==> config.mk <==
export PLATFORM = sky130hd
export DESIGN_NAME = jk_excite_driver
export DESIGN_NICKNAME = d
export VERILOG_FILES = /design/src/rtl/jk_drv_pkg.sv /design/src/rtl/jk_excite.sv /design/src/rtl/jk_excite_driver.sv
export SDC_FILE = /design/constraint.sdc
export NUM_CORES = 1
export LEC_CHECK = 0
export ABC_AREA = 1
export CORE_ASPECT_RATIO = 1.2
export CORE_MARGIN = 4
export CORE_UTILIZATION = 46
export DETAILED_ROUTE_END_ITERATION = 8
export PLACE_DENSITY_LB_ADDON = 0.25
export SLEW_MARGIN = 20
export SYNTH_ARGS = -nofsm -noshare
export SYNTH_HDL_FRONTEND = slang
export SYNTH_HIERARCHICAL = 1
export SYNTH_SLANG_ARGS = --single-unit
==> constraint.sdc <==
create_clock -name clk -period 3.1 [get_ports clk]
set_clock_uncertainty 0.15 [all_clocks]
set_input_delay 0.93 -clock clk [delete_from_list [all_inputs] [get_ports clk]]
set_output_delay 0.93 -clock clk [all_outputs]
set_load 0.1 [all_outputs]
==> src/rtl/jk_drv_pkg.sv <==
// Shared types and constants for the JK flip-flop excitation driver.
package jk_drv_pkg;

    typedef enum logic [1:0] {
        IDLE  = 2'd0,
        DRIVE = 2'd1,
        WAIT  = 2'd2,
        CHECK = 2'd3
    } state_t;

    localparam logic MODE_SETRST = 1'b0;
    localparam logic MODE_TOGGLE = 1'b1;

endpackage

==> src/rtl/jk_excite.sv <==
// Combinational J/K excitation: which inputs move each flip-flop from q to target.
module jk_excite #(
    parameter int WIDTH = 4
) (
    input  logic [WIDTH-1:0] target,
    input  logic [WIDTH-1:0] q,
    input  logic             mode,
    output logic [WIDTH-1:0] j,
    output logic [WIDTH-1:0] k
);
    import jk_drv_pkg::*;

    always_comb begin
        if (mode == MODE_TOGGLE) begin
            j = target ^ q;
            k = target ^ q;
        end else begin
            j = target & ~q;
            k = ~target & q;
        end
    end

endmodule

==> src/rtl/jk_excite_driver.sv <==
// Controller for a bank of JK flip-flops: drive one cycle, settle, verify Q, retry on mismatch.
module jk_excite_driver #(
    parameter int WIDTH     = 4,
    parameter int SETTLE    = 1,
    parameter int MAX_RETRY = 3,
    localparam int RW       = (MAX_RETRY > 0) ? $clog2(MAX_RETRY + 1) : 1
) (
    input  logic             clk,
    input  logic             reset,
    input  logic             req_valid,
    output logic             req_ready,
    input  logic [WIDTH-1:0] req_target,
    input  logic             req_mode,
    input  logic [WIDTH-1:0] q_fb,
    output logic [WIDTH-1:0] j,
    output logic [WIDTH-1:0] k,
    output logic             busy,
    output logic             done,
    output logic             err,
    output logic [RW-1:0]    retry_cnt
);
    import jk_drv_pkg::*;

    localparam int CW = $clog2(SETTLE + 1);

    state_t           state, state_nxt;
    logic [WIDTH-1:0] target, target_nxt;
    logic             mode, mode_nxt;
    logic [CW-1:0]    settle, settle_nxt;
    logic [RW-1:0]    retry_nxt;
    logic [WIDTH-1:0] j_nxt, k_nxt;
    logic             done_nxt, err_nxt;
    logic [WIDTH-1:0] exc_target, exc_j, exc_k;
    logic             exc_mode;

    // Accept loads from the live request; retries reload from the captured one.
    assign exc_target = (state == IDLE) ? req_target : target;
    assign exc_mode   = (state == IDLE) ? req_mode   : mode;

    jk_excite #(.WIDTH(WIDTH)) u_excite (
        .target (exc_target),
        .q      (q_fb),
        .mode   (exc_mode),
        .j      (exc_j),
        .k      (exc_k)
    );

    assign req_ready = (state == IDLE);
    assign busy      = (state != IDLE);

    always_comb begin
        state_nxt  = state;
        target_nxt = target;
        mode_nxt   = mode;
        settle_nxt = settle;
        retry_nxt  = retry_cnt;
        j_nxt      = '0;
        k_nxt      = '0;
        done_nxt   = 1'b0;
        err_nxt    = 1'b0;
        case (state)
            IDLE: begin
                if (req_valid) begin
                    target_nxt = req_target;
                    mode_nxt   = req_mode;
                    retry_nxt  = '0;
                    j_nxt      = exc_j;
                    k_nxt      = exc_k;
                    state_nxt  = DRIVE;
                end
            end
            DRIVE: begin
                settle_nxt = CW'(SETTLE);
                state_nxt  = WAIT;
            end
            WAIT: begin
                settle_nxt = settle - 1'b1;
                if (settle == CW'(1)) state_nxt = CHECK;
            end
            CHECK: begin
                if (q_fb == target) begin
                    done_nxt  = 1'b1;
                    state_nxt = IDLE;
                end else if (retry_cnt < RW'(MAX_RETRY)) begin
                    retry_nxt = retry_cnt + 1'b1;
                    j_nxt     = exc_j;
                    k_nxt     = exc_k;
                    state_nxt = DRIVE;
                end else begin
                    err_nxt   = 1'b1;
                    state_nxt = IDLE;
                end
            end
            default: state_nxt = IDLE;
        endcase
    end

    always_ff @(posedge clk or negedge reset) begin
        if (!reset) state <= IDLE;
        else        state <= state_nxt;
    end

    always_ff @(posedge clk or negedge reset) begin
        if (!reset) begin
            target    <= '0;
            mode      <= MODE_SETRST;
            settle    <= '0;
            retry_cnt <= '0;
            j         <= '0;
            k         <= '0;
            done      <= 1'b0;
            err       <= 1'b0;
        end else begin
            target    <= target_nxt;
            mode      <= mode_nxt;
            settle    <= settle_nxt;
            retry_cnt <= retry_nxt;
            j         <= j_nxt;
            k         <= k_nxt;
            done      <= done_nxt;
            err       <= err_nxt;
        end
    end

endmodule

# Yosys cells after proc, flatten, opt, wreduce, memory -nomap -nowiden
# Cells that the tools add are included.
dict set report totals {
  input_bits 12
  output_inout_bits 14
  reg_bits 20
}
dict set report op_classes {
  add_sub_neg 2
  n_mux 27
  eq_ne 8
  n_lt_le_gt_ge 1
  n_bitwise 5
  reduce_logical 7
}
# cell count
set op_table {}
lappend op_table {{4-bit 2-to-1 mux} 9}
lappend op_table {{4-bit case mux with 2 select lines} 2}
lappend op_table {{2-bit 2-to-1 mux} 5}
lappend op_table {{4-bit AND} 2}
lappend op_table {{1-bit 2-to-1 mux} 8}
lappend op_table {{2-bit inequality test (second input constant)} 4}
lappend op_table {{4-bit NOT} 2}
lappend op_table {{2-bit case mux with 4 select lines} 1}
lappend op_table {{2-bit nonzero test} 3}
lappend op_table {{2-bit == test (second input constant)} 2}
lappend op_table {{4-bit == test} 1}
lappend op_table {{2-bit case mux with 2 select lines} 1}
lappend op_table {{2-bit AND reduction} 2}
lappend op_table {{4-bit AND reduction} 1}
lappend op_table {{4-bit XOR} 1}
lappend op_table {{2-bit by 1-bit adder with 2-bit output (second input constant)} 1}
lappend op_table {{2-bit by 1-bit == test with 1-bit output (second input constant)} 1}
lappend op_table {{2-bit logical NOT} 1}
lappend op_table {{2-bit less-than comparator (second input constant)} 1}
lappend op_table {{1-bit case mux with 2 select lines} 1}
lappend op_table {{1-bit subtractor (second input constant)} 1}

# Depth between registers and ports, before layout
# Gate-level depths: netlist of the first run.
dict set report logic_depth {
  ltp_word 8
  mapped_depth 14
  ltp_nobuf 12
}

# Modules after synthesis
# The synthesis of the first run kept the hierarchy.
# mod area_each_um2 cells_each n_inst seq_area_each_um2
set by_module_without_submodules {}
lappend by_module_without_submodules {jk_excite_driver 1143.6 143 1 500.5}
lappend by_module_without_submodules {jk_excite 224.0 41 1 0.0}

# Least setup slack after synthesis of the first run
# Ideal clock, no wire load.
dict set report synth_path {
  kind {flip-flop to flip-flop}
  from {register state[0]}
  to {register k[0]}
  stages_incl_launch_ff 11
  path_buffers 1
  setup_slack_ns 0.136
  arrival_ns 2.736
  path_cell_list {dfrtp_1 inv_1 ha_1 buf_4 inv_2 o21ai_0 nand2_1 nand2_1 nand2_1 nand3b_1 a21oi_1}
}
# element line_no
set synth_lines {}
lappend synth_lines {{from (decl)} jk_excite_driver.sv:26} ;# state_t state, state_nxt;
lappend synth_lines {{from (signal assigned)} jk_excite_driver.sv:100} ;# else state <= state_nxt;
lappend synth_lines {{2-bit logical NOT (*)} --}
lappend synth_lines {{net req_ready} jk_excite_driver.sv:11} ;# output logic req_ready,
lappend synth_lines {{1-bit 2-to-1 mux (*)} jk_excite_driver.sv:38} ;# assign exc_mode = (state == IDLE) ? req_mode : mode;
lappend synth_lines {{net exc_mode} jk_excite_driver.sv:34} ;# logic exc_mode;
lappend synth_lines {{4-bit 2-to-1 mux (*)} jk_excite.sv:14} ;# if (mode == MODE_TOGGLE) begin
lappend synth_lines {{net exc_k[0]} jk_excite_driver.sv:33} ;# logic [WIDTH-1:0] exc_target, exc_j, exc_k;
lappend synth_lines {{4-bit 2-to-1 mux} jk_excite_driver.sv:84} ;# end else if (retry_cnt < RW'(MAX_RETRY)) begin
lappend synth_lines {{4-bit 2-to-1 mux} jk_excite_driver.sv:81} ;# if (q_fb == target) begin
lappend synth_lines {{4-bit case mux with 2 select lines (*)} jk_excite_driver.sv:61} ;# case (state)
lappend synth_lines {{net k_nxt[0]} jk_excite_driver.sv:31} ;# logic [WIDTH-1:0] j_nxt, k_nxt;
lappend synth_lines {{to (signal assigned)} jk_excite_driver.sv:119} ;# k <= k_nxt;
lappend synth_lines {{to (decl)} jk_excite_driver.sv:16} ;# output logic [WIDTH-1:0] k,
# Mark *: on every way through the listed nets, which the timed path passes. The rest lies on a longest branch.
# A chain may end at the register's enable or synchronous reset.

# Worst setup path in the final report of the first run
dict set report layout_path {
  from {register state[0]}
  to {output busy}
}
dict set report layout_via {
  elab_chain_len 1
}
# element line_no
set layout_rtl {}
lappend layout_rtl {{2-bit nonzero test} jk_excite_driver.sv:49} ;# assign busy = (state != IDLE);
lappend layout_rtl {{to (decl)} jk_excite_driver.sv:17} ;# output logic busy,
# No other way between the ends.

==> flow_metrics.tcl, run 1 <==
set metrics [dict create \
    hpwlAfterDp_um 2250 \
    grt_usage_pct 18.0 \
    synth_compound_area_share_pct 8.97 \
    die_y_um 67.7 \
    drtAntennaViolNets 0 \
    wl_um 3000 \
    io_pins 26 \
    syn_area_per_cell_um2 7.43 \
    post_cts_buffers 0 \
    synth_fa_ha_area_share_pct 11.9 \
    hp-class "reg2reg" \
    yosysTopAreaCell "dfrtp_1" \
    start_util_pct 48.6 \
    synth_xor_area_share_pct 0 \
    clock-sinks 20 \
    rr_worst_depth 12 \
    n_antenna_cell 0 \
    netlist_area_mm2 0.00137 \
    fill_cells 266 \
    io_buffers 25 \
    hold_viol_final 0 \
    end_kind "primary output" \
    fin_crit_sh_pct 85.2 \
    syn_nets 209 \
    seq_area_um2 500 \
    numCtsBuffers 3 \
    dr.pass1.iters 5 \
    cts_tree "yes" \
    dieWidth_um 57.8 \
    syn_inst 184 \
    synth_top_family_by_area "simple AND/OR/NAND/NOR gates" \
    drc 0 \
    layout_commonest_cell "nand2_1" \
    multi_input_area_um2 708 \
    run_status "finished, final reports clean" \
    worst_pin_slew_ns 0.441 \
    synth.area.mux_share_pct 0 \
    yosys_warnings 6 \
    finalSetupViolations 0 \
    cp_max_fo 8 \
    required_ns 2.02 \
    fmax_mhz 379 \
    num_rows 21 \
    drive_above_1_share_pct 17.1 \
    most-common-layout-cells "nand2_1, inv_1, dfrtp_1" \
    fin_crit_ns 2.64 \
    crit_arrival_ns 1.56 \
    synth_area_leaders "dfrtp_1, nand2_1, ha_1" \
    ys_ff_latch 20 \
    initialDrtViolationCount 24 \
    crit_type "reg2out" \
    path_clk_slew_ns 0.12 \
    fin_tns_setup_ns 0 \
    gp_congestion 0.803 \
    min_path_cells 2 \
    postCtsHoldBufs 0 \
    root_buffer "clkbuf_4" \
    ys_seq_area_share_pct 36.6 \
    vias_per_cell 5.07 \
    drv_cap 0 \
    cts_buffer_depth 2 \
    htreeDepth 1 \
    cts-resized-gates 0 \
    startpoint_type "flip-flop" \
    clkLatencyLatePin_ns 0.31 \
    synthToLayoutAreaGrowth_pct 22.4 \
    core_area_mm2 0.00281 \
    ys_types 20 \
    fin_nets 236 \
    wl_per_cell_um 12.3 \
    grt_pass1_vias 1273 \
    synth-simple-area-share_pct 30.9 \
    slew_violations 0 \
    grt_max_degree 21 \
    maxSlewHeadroom_pct 70.6 \
    synth_top_area_share_pct 36.6 \
    rsz0062_at_grt "no" \
    grt-ovfl-total 0 \
    dr_total_vias 1236 \
    grt_pass1_wl_um 5410 \
    die-area_mm2 0.00391 \
    antenna_found_initial 0 \
]
path summary, 6_finish.rpt:
path / start / to / slack [ns]
min reg2reg: mode$_DFFE_PN0P_ / mode$_DFFE_PN0P_ / 0.35
min in group asynchronous: reset / j[0]$_DFF_PN0_ / 0.79
max reg2reg: state[0]$_DFFE_PN0P_ / k[0]$_DFF_PN0_ / 0.55
max: state[0]$_DFFE_PN0P_ / busy / 0.46
max in group asynchronous: reset / j[2]$_DFF_PN0_ / 1.79
min: mode$_DFFE_PN0P_ / mode$_DFFE_PN0P_ / 0.35
worst max-delay path: stages, from the launching register on:
cell and delay [ns]:
dfrtp_1 0.43, inv_1 0.09, ha_1 0.38, inv_2 0.15, buf_12 0.20
registers in the layout (all words and copies together), names as in the netlist:
signal,flops
retry_cnt,2
state,2
target,4
err,1
settle,1
mode,1
done,1
j,4
k,4
layer usage:
layer	global-route usage, %	up-vias	routed length, um
li1	-	617	-
met1	18.8	575	1220
met2	35.3	36	1570
met3	2.10	8	151
met4	8.12	0	69
met5	0	-	0
synth_stat cells, drive strengths merged:
library cell and number:
nand3 10, inv 33, a21oi 12, nand4 2, buf 6, o21ai 10, nand3b 7, nand2 60
nor2 10, dfrtp 20, ha 13, o22ai 1
per-stage QoR:
stage	instances	area [um^2]	hold WS (ns)	util (%)	setup slack, ns
CTS	244	1670	0.359	59.5	0.456
finish	244	1670	0.353	59.5	0.460
global route	244	1670	0.405	59.5	0.305
detailed placement	240	1640	0.331	58.3	0.301
global placement	240	1640	0.327	58.3	0.405
floorplan	184	1370	0.309	-	0.136
logic make-up after synthesis:
kind of cell	count (synthesis)
AOI/OAI and AO/OA	23
buffers and inverters	39
DFF	20
adders and majority gates	13
and+or+nand+nor	89
layout make-up:
cell class	instances	area share, %
clock buffer	4	2.17
inverter	33	7.40
multi-input combinational	125	42.3
sequential	20	29.9
tap	34	2.54
timing repair buffer	28	15.7
Power of run 1 is left out: the tool's default activity adds up to more than one toggle a clock period on the data nets, which glitch-free logic cannot reach.
==> run 2, diff against run 1 <==
GPL_TIMING_DRIVEN = 0   (was default)
SLEW_MARGIN = 10   (was 20)
==> flow_metrics.tcl, run 2 (synthesis gave the netlist of run 1 again) <==
set metrics [dict create \
    grt-ovfl-total 0 \
    min_path_cells 2 \
    holdCritStartpoint "mode$_DFFE_PN0P_" \
    start_util_pct 48.6 \
    cts_tree "yes" \
    cts_buffer_depth 2 \
    layout_commonest_cell "nand2_1" \
    drive_above_1_share_pct 11.8 \
    path_cells "clkdlybuf4s50_1" \
    run_status "finished, final reports clean" \
    crit_arrival_ns 1.87 \
    dr_total_vias 1224 \
    r2r_start "state[0]$_DFFE_PN0P_" \
    core_area_mm2 0.00281 \
    grt_pass1_wl_um 4810 \
    grt_max_degree 21 \
    slew_violations 0 \
    worst_pin_slew_ns 0.963 \
    fin_crit_ns 2.95 \
    path_clk_slew_ns 0.10 \
    cp_max_fo 5 \
    die-area_mm2 0.00391 \
    io_pins 26 \
    drc 0 \
    grt_usage_pct 15.4 \
    crit_type "reg2out" \
    timing.final.ws_setup_ns 0.147 \
    dieWidth_um 57.8 \
    stdcell_count 245 \
    reg.largest.list "j: 4 flops, k: 4 flops, target: 4 flops" \
    finalSetupViolations 0 \
    fmax_mhz 339 \
    maxSlewHeadroom_pct 35.6 \
    critPathTopFamily "buffers and inverters" \
    r2r_end "k[1]$_DFF_PN0_" \
    path_buf_inv 1 \
    io_buffers 24 \
    gp_congestion 0.860 \
    initialDrtViolationCount 26 \
    rr_worst_depth 13 \
    dp_cells 242 \
    r2r_slack_ns 0.59 \
    numCtsBuffers 3 \
    fin_nets 238 \
    clkLatencyLatePin_ns 0.30 \
    end_kind "primary output" \
    fin_crit_sh_pct 95.3 \
    num_rows 21 \
    antenna_found_initial 0 \
    cp_slowest_cell "clkdlybuf4s50_1" \
    synthToLayoutAreaGrowth_pct 22.3 \
    wl_um 2680 \
    hpwlAfterDp_um 2130 \
    grt_pass1_vias 1167 \
    postCtsHoldBufs 0 \
    wl_per_cell_um 10.9 \
    root_buffer "clkbuf_4" \
    required_ns 2.02 \
    die_y_um 67.7 \
    max_stage_delay_ns 1.16 \
    dr.pass1.iters 4 \
    drv_cap 0 \
    rsz0062_at_grt "no" \
    vias_per_cell 5.00 \
    most-common-layout-cells "nand2_1, inv_1, clkdlybuf4s50_1" \
    finish.utilization_pct 59.5 \
    n_antenna_cell 0 \
    drtAntennaViolNets 0 \
    worstHoldEndpoint "mode$_DFFE_PN0P_" \
    hold_viol_final 0 \
    clock-sinks 20 \
    startpoint_type "flip-flop" \
    post-place-ws_ns -0.0728 \
    hp-class "reg2reg" \
    htreeDepth 1 \
]
==> run 2: changes by cell type in the layout (fill, tap and decap cells not counted), sizes merged <==
| cell | previous run | this run |
|---|---|---|
| buf | 17 | 6 |
| clkbuf | 4 | 3 |
| clkdlybuf4s50 | 11 | 22 |
| dlygate4sd2 | 0 | 1 |
| clkdlybuf4s15 | 0 | 1 |
==> run 2: area by class of cell <==
cell class / count / area [um^2]
Timing Repair Buffer: 24 / 240
Tap cell: 34 / 42.5
Inverter: 33 / 124
Multi-Input combinational cell: 125 / 708
Clock buffer: 3 / 22.5
Buffer: 6 / 35.0
Fill cell: 252 / 1140
Sequential cell: 20 / 500
==> run 2: worst max path at each step <==
stage                             start              to  slack, ns  cells past startpoint
2_1_floorplan      state[0]$_DFFE_PN0P_  k[0]$_DFF_PN0_       0.14                     10
3_3_place_gp       state[0]$_DFFE_PN0P_            busy      -0.04                      5
3_5_place_dp       state[0]$_DFFE_PN0P_            busy      -0.07                      5
4_1_cts        retry_cnt[0]$_DFFE_PN0P_    retry_cnt[0]       0.12                      1
5_1_grt        retry_cnt[1]$_DFFE_PN0P_    retry_cnt[1]       0.08                      1
6_report       retry_cnt[0]$_DFFE_PN0P_    retry_cnt[0]       0.15                      1
==> run 2: what timing repair did <==
item / 4_1_cts / 5_1_grt
gates resized for setup: 4 / 0
endpoints found under the setup margin: 2 / 0
endpoints found under the hold margin: 0 / 0
buffers inserted: 0 / 0
==> run 2: metal layers <==
| metal | global-route usage (%) | wire [um] | up-vias |
|---|---|---|---|
| met5 | 0 | 0 | - |
| met4 | 6.96 | 52 | 0 |
| met3 | 3.25 | 141 | 6 |
| met2 | 27.5 | 1360 | 32 |
| met1 | 17.6 | 1120 | 564 |
| li1 | - | - | 622 |
==> run 2: through the flow <==
step,hold WS [ns],setup TNS (ns),cell area [um^2]
final,0.350,0,1670
after global routing,0.398,0,1670
after CTS,0.356,0,1670
after detailed placement,0.331,-0.0728,1650
after global placement,0.327,-0.0415,1650
after floorplan,0.309,0,1370
Power of run 2 is left out for the same reason.
